### src/rtl/clock_div_ctrl_if.sv
// Request/status bundle between a divisor requester (master) and clock_div_ctrl (slave).
// Handshake: a request transfers on a clock edge where req_valid && req_ready; the master
// holds req_valid and req_div stable until that edge, and req_valid is ignored otherwise.
interface clock_div_ctrl_if #(
  parameter int WIDTH = 8
);
  logic             req_valid;
  logic [WIDTH-1:0] req_div;
  logic             req_ready;
  logic             done;
  logic             clamped;
  logic             busy;
  logic [WIDTH-1:0] div_num;
  logic             div_reset;
  logic [1:0]       dbg_state;

  modport master (
    output req_valid, req_div,
    input  req_ready, done, clamped, busy, div_num, div_reset, dbg_state
  );

  modport slave (
    input  req_valid, req_div,
    output req_ready, done, clamped, busy, div_num, div_reset, dbg_state
  );
endinterface

### src/rtl/clock_div_ctrl.sv
// Divisor owner for clock_div: swaps div_num only while the divider is held in reset,
// then releases it, waits a settle window and pulses done. All outputs are registered.
module clock_div_ctrl #(
  parameter int WIDTH         = 8,
  parameter int DEFAULT_DIV   = 1,
  parameter int MIN_DIV       = 0,
  parameter int HOLD_CYCLES   = 2,
  parameter int SETTLE_CYCLES = 4
) (
  input  logic             clk_in,
  input  logic             reset_n,
  clock_div_ctrl_if.slave  bus
);

  typedef enum logic [1:0] {
    S_INIT   = 2'd0,
    S_IDLE   = 2'd1,
    S_HOLD   = 2'd2,
    S_SETTLE = 2'd3
  } state_e;

  localparam int CNT_MAX = (HOLD_CYCLES > SETTLE_CYCLES) ? HOLD_CYCLES : SETTLE_CYCLES;
  localparam int CW      = (CNT_MAX > 1) ? $clog2(CNT_MAX) : 1;
  localparam logic [CW-1:0]    HOLD_LAST   = CW'(HOLD_CYCLES - 1);
  localparam logic [CW-1:0]    SETTLE_LAST = CW'((SETTLE_CYCLES > 0) ? SETTLE_CYCLES - 1 : 0);
  localparam logic [WIDTH-1:0] DEF_V       = WIDTH'(DEFAULT_DIV);
  localparam logic [WIDTH-1:0] MIN_V       = WIDTH'(MIN_DIV);

  state_e           state_q, state_d;
  logic [CW-1:0]    cnt_q, cnt_d;
  logic [WIDTH-1:0] div_q, div_d;
  logic             upd_q, upd_d;
  logic             clamp_q, clamp_d;
  logic             done_q, done_d;
  logic             clamped_q, clamped_d;
  logic             ready_q, busy_q, rst_q;
  logic             req_low;
  logic [WIDTH-1:0] eff;

  // With MIN_DIV = 0 no request can be below the floor, so skip the always-false compare.
  if (MIN_DIV > 0) begin : g_clamp
    assign req_low = (bus.req_div < MIN_V);
  end else begin : g_no_clamp
    assign req_low = 1'b0;
  end
  assign eff = req_low ? MIN_V : bus.req_div;

  always_comb begin
    state_d   = state_q;
    cnt_d     = cnt_q;
    div_d     = div_q;
    upd_d     = upd_q;
    clamp_d   = clamp_q;
    done_d    = 1'b0;
    clamped_d = 1'b0;
    case (state_q)
      S_INIT: begin
        if (cnt_q == HOLD_LAST) begin
          cnt_d   = '0;
          state_d = (SETTLE_CYCLES == 0) ? S_IDLE : S_SETTLE;
        end else begin
          cnt_d = cnt_q + CW'(1);
        end
      end
      S_IDLE: begin
        if (bus.req_valid && ready_q) begin
          if (eff == div_q) begin
            done_d    = 1'b1;
            clamped_d = req_low;
          end else begin
            div_d   = eff;
            upd_d   = 1'b1;
            clamp_d = req_low;
            cnt_d   = '0;
            state_d = S_HOLD;
          end
        end
      end
      S_HOLD: begin
        if (cnt_q == HOLD_LAST) begin
          cnt_d = '0;
          if (SETTLE_CYCLES == 0) begin
            state_d   = S_IDLE;
            done_d    = upd_q;
            clamped_d = upd_q & clamp_q;
            upd_d     = 1'b0;
          end else begin
            state_d = S_SETTLE;
          end
        end else begin
          cnt_d = cnt_q + CW'(1);
        end
      end
      S_SETTLE: begin
        // Settle after INIT has no pending update, so it returns to IDLE silently.
        if (cnt_q == SETTLE_LAST) begin
          cnt_d     = '0;
          state_d   = S_IDLE;
          done_d    = upd_q;
          clamped_d = upd_q & clamp_q;
          upd_d     = 1'b0;
        end else begin
          cnt_d = cnt_q + CW'(1);
        end
      end
      default: state_d = S_INIT;
    endcase
  end

  always_ff @(posedge clk_in or negedge reset_n) begin
    if (!reset_n) begin
      state_q   <= S_INIT;
      cnt_q     <= '0;
      div_q     <= DEF_V;
      upd_q     <= 1'b0;
      clamp_q   <= 1'b0;
      done_q    <= 1'b0;
      clamped_q <= 1'b0;
      ready_q   <= 1'b0;
      busy_q    <= 1'b1;
      rst_q     <= 1'b1;
    end else begin
      state_q   <= state_d;
      cnt_q     <= cnt_d;
      div_q     <= div_d;
      upd_q     <= upd_d;
      clamp_q   <= clamp_d;
      done_q    <= done_d;
      clamped_q <= clamped_d;
      ready_q   <= (state_d == S_IDLE);
      busy_q    <= (state_d != S_IDLE);
      rst_q     <= (state_d == S_INIT) || (state_d == S_HOLD);
    end
  end

  assign bus.req_ready = ready_q;
  assign bus.done      = done_q;
  assign bus.clamped   = clamped_q;
  assign bus.busy      = busy_q;
  assign bus.div_num   = div_q;
  assign bus.div_reset = rst_q;
  assign bus.dbg_state = state_q;

endmodule

### src/flat_wrapper.sv
// flat-port wrapper written by rule: the top's interface ports become plain ports
module clock_div_ctrl_flat 
#(
  parameter int WIDTH         = 8,
  parameter int DEFAULT_DIV   = 1,
  parameter int MIN_DIV       = 0,
  parameter int HOLD_CYCLES   = 2,
  parameter int SETTLE_CYCLES = 4
)
  (clk_in, reset_n, bus_req_valid, bus_req_div, bus_req_ready, bus_done, bus_clamped, bus_busy, bus_div_num, bus_div_reset, bus_dbg_state);
  clock_div_ctrl_if #(.WIDTH(WIDTH)) bus_i ();
  input  logic clk_in;
  input  logic reset_n;
  input wire logic [$bits(bus_i.req_valid)-1:0] bus_req_valid;
  input wire logic [$bits(bus_i.req_div)-1:0] bus_req_div;
  output wire logic [$bits(bus_i.req_ready)-1:0] bus_req_ready;
  output wire logic [$bits(bus_i.done)-1:0] bus_done;
  output wire logic [$bits(bus_i.clamped)-1:0] bus_clamped;
  output wire logic [$bits(bus_i.busy)-1:0] bus_busy;
  output wire logic [$bits(bus_i.div_num)-1:0] bus_div_num;
  output wire logic [$bits(bus_i.div_reset)-1:0] bus_div_reset;
  output wire logic [$bits(bus_i.dbg_state)-1:0] bus_dbg_state;
  assign bus_i.req_valid = bus_req_valid;
  assign bus_i.req_div = bus_req_div;
  assign bus_req_ready = bus_i.req_ready;
  assign bus_done = bus_i.done;
  assign bus_clamped = bus_i.clamped;
  assign bus_busy = bus_i.busy;
  assign bus_div_num = bus_i.div_num;
  assign bus_div_reset = bus_i.div_reset;
  assign bus_dbg_state = bus_i.dbg_state;
  clock_div_ctrl #(.WIDTH(WIDTH), .DEFAULT_DIV(DEFAULT_DIV), .MIN_DIV(MIN_DIV), .HOLD_CYCLES(HOLD_CYCLES), .SETTLE_CYCLES(SETTLE_CYCLES)) u_core (.clk_in(clk_in), .reset_n(reset_n), .bus(bus_i));
endmodule
### config.mk
export PLATFORM = sky130hd
export DESIGN_NAME = clock_div_ctrl_flat
export DESIGN_NICKNAME = d
export VERILOG_FILES = /design/src/rtl/clock_div_ctrl_if.sv /design/src/rtl/clock_div_ctrl.sv /design/src/flat_wrapper.sv
export SDC_FILE = /design/constraint.sdc
export NUM_CORES = 1
export LEC_CHECK = 0
export ABC_AREA = 1
export CORE_MARGIN = 2
export CORE_UTILIZATION = 25
export CTS_CLUSTER_DIAMETER = 150
export DETAILED_ROUTE_END_ITERATION = 8
export MAX_ROUTING_LAYER = met4
export PLACE_DENSITY = 0.5
export SLEW_MARGIN = 20
export SYNTH_ARGS = -nofsm -noshare
export SYNTH_HDL_FRONTEND = slang
export SYNTH_SLANG_ARGS = --single-unit
### constraint.sdc
create_clock -name clk_in -period 4.17 [get_ports clk_in]
set_input_delay 0.417 -clock clk_in [delete_from_list [all_inputs] [get_ports clk_in]]
set_output_delay 0.417 -clock clk_in [all_outputs]
set_load 0.01 [all_outputs]
==> results of run 1 <==
cells in the final DEF (no fill, tap or decap), drive strengths merged:
| master | synthesis | final |
|---|---|---|
| o21ai | 9 | 9 |
| nand2 | 34 | 34 |
| o22ai | 2 | 2 |
| dfstp | 3 | 3 |
| clkbuf | 0 | 4 |
| xnor2 | 5 | 5 |
| nor2 | 7 | 7 |
| inv | 17 | 17 |
| clkdlybuf4s50 | 0 | 24 |
| ha | 3 | 3 |
| a21oi | 2 | 2 |
| conb | 1 | 1 |
| dfrtp | 14 | 14 |
| nand3 | 5 | 5 |
through the flow:
step / setup WS (ns) / instances
after floorplan: 2.812 / 104
after global placement: 2.279 / 174
after detailed placement: 2.262 / 174
after CTS: 2.411 / 178
after global routing: 2.376 / 178
final: 2.418 / 178
state kept, by name, summed over array words and instances (netlist names):
signal                cells
u_core.bus.busy           1
u_core.bus.req_ready      1
u_core.bus.div_reset      1
u_core.bus.div_num        8
u_core.upd_q              1
u_core.bus.dbg_state      2
u_core.bus.done           1
u_core.cnt_q              2
routing by layer:
layer	wire [um]	part of all wire [%]
met4	27	1.5
met2	878	50
met3	58	3.3
met5	0	0
met1	791	45
cells by family after synthesis:
family          after synthesis
buf+inv                      19
xor+xnor                      5
other cells                   1
fa+ha+maj                     3
flops                        17
compound gates               13
simple gates                 46
final cells by class:
cell class	instances	area, um^2
Sequential cell	17	429.2
Inverter	17	63.81
Fill cell	368	2364
Timing Repair Buffer	24	240.2
Clock buffer	4	45.04
Multi-Input combinational cell	68	404.1
Tap cell	48	60.06
Yosys cell counts (all sizes together):
cell / instances / share of area, %
buf: 2 / 3.0
dfstp: 3 / 8.5
nor2: 7 / 4.7
ha: 3 / 4.1
conb: 1 / 0.41
nand3: 5 / 4.1
xnor2: 5 / 4.7
a21oi: 2 / 1.1
o22ai: 2 / 1.4
nand2: 34 / 15
o21ai: 9 / 8.1
dfrtp: 14 / 38
inv: 17 / 6.9
power groups by stage:
stage	sequential, mW	clock (mW)	combinational [mW]
global route	0.327	0.137	0.465
floorplan	0.334	0	0.239
detailed placement	0.316	0	0.424
CTS	0.314	0.124	0.425
finish	0.313	0.122	0.417
global placement	0.315	0	0.420
worst paths after layout:
| check | from | to | slack [ns] |
|---|---|---|---|
| setup / recovery | u_core.bus.div_num[0]$_DFFE_PN1P_ | bus_div_num[0] | 2.42 |
| hold / removal | u_core.upd_q$_DFFE_PN0P_ | u_core.upd_q$_DFFE_PN0P_ | 0.49 |
| setup reg to reg | u_core.bus.div_num[0]$_DFFE_PN1P_ | u_core.bus.req_ready$_DFF_PN0_ | 2.69 |
| hold reg to reg | u_core.upd_q$_DFFE_PN0P_ | u_core.upd_q$_DFFE_PN0P_ | 0.49 |
| max in group asynchronous | reset_n | u_core.bus.dbg_state[0]$_DFF_PN0_ | 3.08 |
| min in group asynchronous | reset_n | u_core.bus.div_num[3]$_DFFE_PN0P_ | 0.62 |
==> results.toml, run 1 <==
[global_route]
grt_usage_pct = 9.876
grtUsageMet1_pct = 12.00
grt-ovfl-total = 0
grt_busiest_layer = "met2"
antenna_found_initial = 0
grt_max_degree = 20
grt_pass1_vias = 677
met3_usage_pct = 1.563
use_met2_pct = 15.59
grt_first_pass_wirelength_um = 3125

[synthesis]
synthCells = 104
synthesis.area_um2 = 924.6
seq_area_frac_synth_pct = 46.41
ys_types = 21
synth_top_family_by_area = "simple AND/OR/NAND/NOR gates"
synth_seq_cells = 17
synth_fa_ha_area_share_pct = 4.060
syn-num-nets = 118
synth-simple-area-share_pct = 23.95
synthMuxAreaShare_pct = 0
yosysWarningCount = 0
avgSynthCellArea_um2 = 8.891
synth_xor_area_share_pct = 4.736
synth_compound_area_share_pct = 10.55

[clocking]
cts.sinks = 17
htree_levels = 1
clk_path_buf_depth = 2
cts_buffers = 3
hold_buffers = 0
post-cts-setup-buffer-count = 0
cts_tree = "yes"
cts_resized = 0
clk_pin_slew_ns = 0.07
clkLatencyLatePin_ns = 0.25
cts_root_buf = "clkbuf_8"

[power]
p_sw_mw = 0.3296
power.share.clock_pct = 14.4
p_int_mw = 0.5225
p_leak_nw = 0.5963
p_seq_share_pct = 36.7
comb_power_share_pct = 48.9
power_density_mw_per_mm2 = 685.9
total_power_mw = 0.8522
switching_share_pct = 38.68
vdd_drop_max_v = 0.0002037

[timing]
setup_violations = 0
rsz0062_at_grt = "no"
finalClockSkew_ns = 0.001007
worst_pin_slew_ns = 0.7596
tns_ns = 0
fmax_mhz = 570.7
hold_viol = 0
post-route-period-util_pct = 42.02
finalMaxSlewViolations = 0
holdWs_ns = 0.4871
relSlewSlack_pct = 49.20
post-route-min-period_ns = 1.752

[floorplan]
ioPinCount = 26
start_util_pct = 25.64
rows = 22
core_area_mm2 = 0.003606
fp.dieH_um = 64.82
die_w_um = 64.82
dieArea_mm2 = 0.004201

[worst_hold_path]
hold_depth = 2
hold_class = "register to register"

[placement]
portBuffers = 24
gp_congestion = 0.8346
dpl_cell_area_mm2 = 0.001197
hpwl_um = 1376

[cells_and_area]
nets = 145
final_design_area_no_fill_mm2 = 0.001242
layout-drive-gt1-share_pct = 18.46
syn2layout_area_growth_pct = 34.37
diodes = 0
utilization_pct = 34.46

[status]
status = "finished clean"

[detailed_routing]
routed_via_density = 3.882
drcViolationCount = 0
drtIter0Drc = 31
routed_wl_um = 1755
vias = 691
avgRoutedWirePerCell_um = 9.860
ant_nets = 0
drtPass1Iterations = 4

[setup_path]
path_class = "register to primary output"
startpoint_type = "register"
critPathSlowestCell = "dfstp_2"
worstRegToRegCells = 8
slowest_delay_ns = 0.56
end_kind = "primary output"
required_ns = 3.75
path_delay_family = "flip-flops"
crit_fanout = 4
cp.arrival_ns = 1.34
path_cells = "clkdlybuf4s50_1"
worstSetupPathDepth = 1
critical_path_buf_inv_count = 1

[run]
drv_cap = 0
No activity file was read; power rests on OpenSTA's default activity.
==> run 2, diff against run 1 <==
--- a/config.mk
+++ b/config.mk
@@ -11,7 +11,7 @@
 export CTS_CLUSTER_DIAMETER = 150
 export DETAILED_ROUTE_END_ITERATION = 8
 export MAX_ROUTING_LAYER = met4
-export PLACE_DENSITY = 0.5
+export PLACE_DENSITY = 0.52
 export SLEW_MARGIN = 20
 export SYNTH_ARGS = -nofsm -noshare
 export SYNTH_HDL_FRONTEND = slang
==> constraint.sdc (replaced) <==
create_clock -name clk_in -period 1.5 [get_ports clk_in]
set_input_delay 0.15 -clock clk_in [delete_from_list [all_inputs] [get_ports clk_in]]
set_output_delay 0.15 -clock clk_in [all_outputs]
set_load 0.01 [all_outputs]
==> run 2 against run 1 <==
  * Cell area rose by 6.2%
  * Final cell count rose by 2.8%
  * Critical endpoint is now bus_div_reset
  * Sequential cell count unchanged
  * Power increased to 2.9 times the previous value
  * Clock power rose to 2.7 times the previous value
  * Via count up 5.5%
  * Non-clock buffer count increased by 5
  * Count of clock-buffer cells in the layout did not move
  * Routed wire length increased by 7.7%
  * Highest routed layer unchanged
  * Critical path depth stayed put
==> results.toml, run 2 (synthesized netlist as in run 1, its figures left out) <==
[detailed_routing]
drtPass1Iterations = 4
routed_wl_um = 1891
drtIter0Drc = 40
routed_via_density = 3.984
avgRoutedWirePerCell_um = 10.33
vias = 729
ant_nets = 0
drcViolationCount = 0

[power]
p_leak_nw = 0.6448
power_density_mw_per_mm2 = 1879
vdd_drop_max_v = 0.0005635
total_power_mw = 2.480

[timing]
finalClockSkew_ns = 0.002090
post-route-min-period_ns = 1.436
setup_violations = 0
finalMaxSlewViolations = 0
fmax_mhz = 696.5
hold_viol = 0
post-route-period-util_pct = 95.72
rsz0062_at_grt = "yes"
holdWs_ns = 0.2341

[cells_and_area]
final_common_cell = "nand2_1"
utilization_pct = 36.61
syn2layout_area_growth_pct = 42.76
nets = 150
layoutNonFillerInstCount = 183
final.fill_count = 375
final_cell_mix = "nand2_1, clkdlybuf4s50_1, inv_1, dfrtp_1, o21ai_2"
layout-drive-gt1-share_pct = 23.70
diodes = 0
largest_reg_flops = 8
final_design_area_no_fill_mm2 = 0.001320

[floorplan]
start_util_pct = 25.64
rows = 22
dieArea_mm2 = 0.004201
fp.dieH_um = 64.82
core_area_mm2 = 0.003606
ioPinCount = 26
die_w_um = 64.82

[placement]
hpwl_um = 1521
dp_cells = 179
dpl_cell_area_mm2 = 0.001260
portBuffers = 24
gp_congestion = 0.7768

[clocking]
cts.sinks = 17
cts_buffers = 3
htree_levels = 1
post-cts-setup-buffer-count = 0
cts_tree = "yes"
clk_pin_slew_ns = 0.06
cts_root_buf = "clkbuf_8"
hold_buffers = 0
cts_resized = 0
clk_path_buf_depth = 2
clkLatencyLatePin_ns = 0.25

[setup_path]
slowest_delay_ns = 0.52
reg2reg_to = "u_core.bus.div_num[3]$_DFFE_PN0P_"
cp-endpoint = "bus_div_reset"
crit_fanout = 1
worstSetupPathDepth = 1
path_delay_family = "flip-flops"
cp.arrival_ns = 1.29
reg2reg_slack_ns = 0.11
path_cells = "clkdlybuf4s50_1"
startpoint = "u_core.bus.div_reset$_DFF_PN1_"
critical_path_buf_inv_count = 1
worstReg2RegStart = "u_core.bus.div_num[0]$_DFFE_PN1P_"
worstRegToRegCells = 10
path_class = "register to primary output"
startpoint_type = "register"
critPathSlowestCell = "dfstp_2"
required_ns = 1.35
end_kind = "primary output"

[status]
status = "finished clean"

[global_route]
grt_usage_pct = 11.10
grt_max_degree = 18
grt_pass1_vias = 794
grt-ovfl-total = 0
antenna_found_initial = 0
grt_first_pass_wirelength_um = 3484

[worst_hold_path]
hold_class = "input pin to async pin"

[run]
drv_cap = 0
==> run 2: cell type report <==
| cell class | count | area, um^2 | share of cell area, % |
|---|---|---|---|
| clock buffers | 4 | 45.04 | 3.412 |
| inverters | 17 | 63.81 | 4.834 |
| multi-input cells | 68 | 416.7 | 31.56 |
| flip-flops and latches | 17 | 429.2 | 32.51 |
| well taps | 48 | 60.06 | 4.550 |
| repair buffers | 29 | 305.3 | 23.13 |
==> run 2: per-stage QoR <==
stage                     setup WS, ns  setup TNS (ns)
after floorplan                 0.1420               0
after global placement        -0.02580         -0.1231
after detailed placement       -0.1107         -0.9637
after CTS                     0.002257               0
after global routing         -0.004333       -0.009677
final                          0.06417               0
==> run 2: how the worst min path moves through the flow <==
| stage | startpoint | to | slack [ns] | cells past startpoint |
|---|---|---|---|---|
| floorplan | reset_n | u_core.bus.dbg_state[0]$_DFF_PN0_ | -0.15 | 0 |
| global placement | u_core.upd_q$_DFFE_PN0P_ | u_core.upd_q$_DFFE_PN0P_ | 0.46 | 2 |
| detailed placement | u_core.bus.div_num[0]$_DFFE_PN1P_ | u_core.bus.div_num[0]$_DFFE_PN1P_ | 0.49 | 2 |
| CTS | reset_n | u_core.bus.div_num[3]$_DFFE_PN0P_ | 0.24 | 2 |
| global route | reset_n | u_core.bus.div_num[3]$_DFFE_PN0P_ | 0.26 | 2 |
| finish | reset_n | u_core.bus.div_num[3]$_DFFE_PN0P_ | 0.23 | 2 |
==> run 2: where the power goes <==
part | switching (mW) | internal (mW) | total, mW
logic | 0.633 | 0.646 | 1.28
registers | 0.179 | 0.689 | 0.868
clock network | 0.145 | 0.188 | 0.333
==> run 2: metal layers <==
layer / vias to the layer above / GRT usage [%] / share of wire [%]
li1: 381 / - / -
met1: 326 / 13.13 / 44
met2: 18 / 17.91 / 49
met3: 4 / 1.215 / 3.9
met4: 0 / 7.181 / 2.6
met5: - / - / 0
==> run 3, diff against run 2 <==
--- a/config.mk
+++ b/config.mk
@@ -10,7 +10,6 @@
 export CORE_UTILIZATION = 25
 export CTS_CLUSTER_DIAMETER = 150
 export DETAILED_ROUTE_END_ITERATION = 8
-export MAX_ROUTING_LAYER = met4
 export PLACE_DENSITY = 0.52
 export SLEW_MARGIN = 20
 export SYNTH_ARGS = -nofsm -noshare
==> run 3 against run 2 <==
  * Global-route usage shrank 0.22 points
  * Non-clock buffer count grew 2
  * Fmax is 0.33% higher
  * Via count up 2.1%
  * Sequential cell count stayed put
  * Critical endpoint is now bus_busy
  * Sequential power increased by 2.8%
  * Sequential share of layout area down 1.4 points
  * Setup slack improved by 0.0047 ns
==> results.toml, run 3 (synthesized netlist as in run 1, its figures left out) <==
[status]
status = "finished clean"

[floorplan]
ioPinCount = 26
rows = 22
start_util_pct = 25.64
die_w_um = 64.82
dieArea_mm2 = 0.004201
core_area_mm2 = 0.003606
fp.dieH_um = 64.82

[setup_path]
required_ns = 1.35
critPathSlowestCell = "clkdlybuf4s50_1"
path_delay_family = "buffers and inverters"
path_cells = "clkdlybuf4s50_1"
critical_path_buf_inv_count = 1
end_kind = "primary output"
path_class = "register to primary output"
cp.arrival_ns = 1.28
startpoint_type = "register"
crit_fanout = 1
slowest_delay_ns = 0.52

[timing]
setup_violations = 0
post-route-period-util_pct = 95.41
post-route-min-period_ns = 1.431
finalMaxSlewViolations = 0
hold_viol = 0
tns_ns = 0
finalClockSkew_ns = 0.002884
holdWs_ns = 0.2332
fmax_mhz = 698.7

[detailed_routing]
drtIter0Drc = 50
drtPass1Iterations = 4
ant_nets = 0
routed_wl_um = 1933
routed_via_density = 4.022
avgRoutedWirePerCell_um = 10.45
drcViolationCount = 0
vias = 744

[placement]
gp_congestion = 0.7665
portBuffers = 24
hpwl_um = 1521
dp_cells = 179
dpl_cell_area_mm2 = 0.001260

[global_route]
grtUsageMet1_pct = 13.46
grt-ovfl-total = 0
grt_usage_pct = 10.88
grt_first_pass_wirelength_um = 3491
grt_busiest_layer = "met2"
grt_pass1_vias = 788
antenna_found_initial = 0
grt_max_degree = 18
met3_usage_pct = 1.215
use_met2_pct = 17.78

[clocking]
htree_levels = 1
cts_root_buf = "clkbuf_8"
cts_tree = "yes"
clkLatencyLatePin_ns = 0.24
clk_path_buf_depth = 2
cts.sinks = 17
cts_buffers = 3
clk_pin_slew_ns = 0.07

[cells_and_area]
syn2layout_area_growth_pct = 48.98
layoutNonFillerInstCount = 185
nets = 152
final.fill_count = 369
diodes = 0
final_cell_mix = "clkdlybuf4s50_1, nand2_1, dfrtp_1, inv_1, nand2_2"
layout-drive-gt1-share_pct = 29.93
final_common_cell = "clkdlybuf4s50_1"
largest_reg_flops = 8
utilization_pct = 38.20
final_design_area_no_fill_mm2 = 0.001378

[power]
power_density_mw_per_mm2 = 1876
p_leak_nw = 0.6673
vdd_drop_max_v = 0.0005612

[run]
drv_cap = 0

[worst_hold_path]
hold_class = "input pin to async pin"
==> run 3: final timing paths <==
check	startpoint	to	slack, ns	cells past startpoint
worst max register to register	u_core.bus.div_num[0]$_DFFE_PN1P_	u_core.bus.div_num[5]$_DFFE_PN0P_	0.10	10
worst min register to register	u_core.upd_q$_DFFE_PN0P_	u_core.upd_q$_DFFE_PN0P_	0.49	2
max in group asynchronous	reset_n	u_core.bus.div_num[0]$_DFFE_PN1P_	1.01	2
worst max-delay path	u_core.bus.busy$_DFF_PN1_	bus_busy	0.07	1
min in group clk_in	u_core.upd_q$_DFFE_PN0P_	u_core.upd_q$_DFFE_PN0P_	0.49	2
worst min-delay path	reset_n	u_core.bus.div_num[3]$_DFFE_PN0P_	0.23	2
==> run 3: what timing repair did <==
| item | 4_1_cts | 5_1_grt |
|---|---|---|
| endpoints found under the setup margin | 0 | 7 |
| setup buffers | 0 | 1 |
| hold buffers | 0 | 0 |
| resized for setup | 0 | 14 |
==> run 3: report_power, final <==
part	total (mW)	leakage, nW	switching [mW]	internal [mW]
Sequential	0.892	0.206	0.203	0.689
Combinational	1.36	0.438	0.654	0.704
Clock	0.334	0.0228	0.146	0.188
Total	2.58	0.667	1.00	1.58
==> run 3: area by class of cell <==
cell class | instances | area, um^2 | share of cell area, %
inverter | 17 | 63.81 | 4.632
multi-input combinational | 68 | 441.7 | 32.06
timing repair buffer | 31 | 337.8 | 24.52
clock buffer | 4 | 45.04 | 3.270
tap | 48 | 60.06 | 4.360
sequential | 17 | 429.2 | 31.15
==> run 3: stage by stage <==
step | total power, mW | worst slack, ns
after CTS | 2.504 | 0.002257
after floorplan | 1.593 | 0.1420
final | 2.584 | 0.06885
after detailed placement | 2.154 | -0.1107
after global placement | 2.125 | -0.02580
after global routing | 2.823 | -0.0001331
==> run 3: layer usage <==
layer / share of wire (%) / routed length, um / vias to the layer above
li1: - / - / 383
met1: 45 / 868 / 343
met2: 50 / 958 / 16
met3: 3.7 / 71 / 2
met4: 1.8 / 34 / 0
met5: 0 / 0 / -
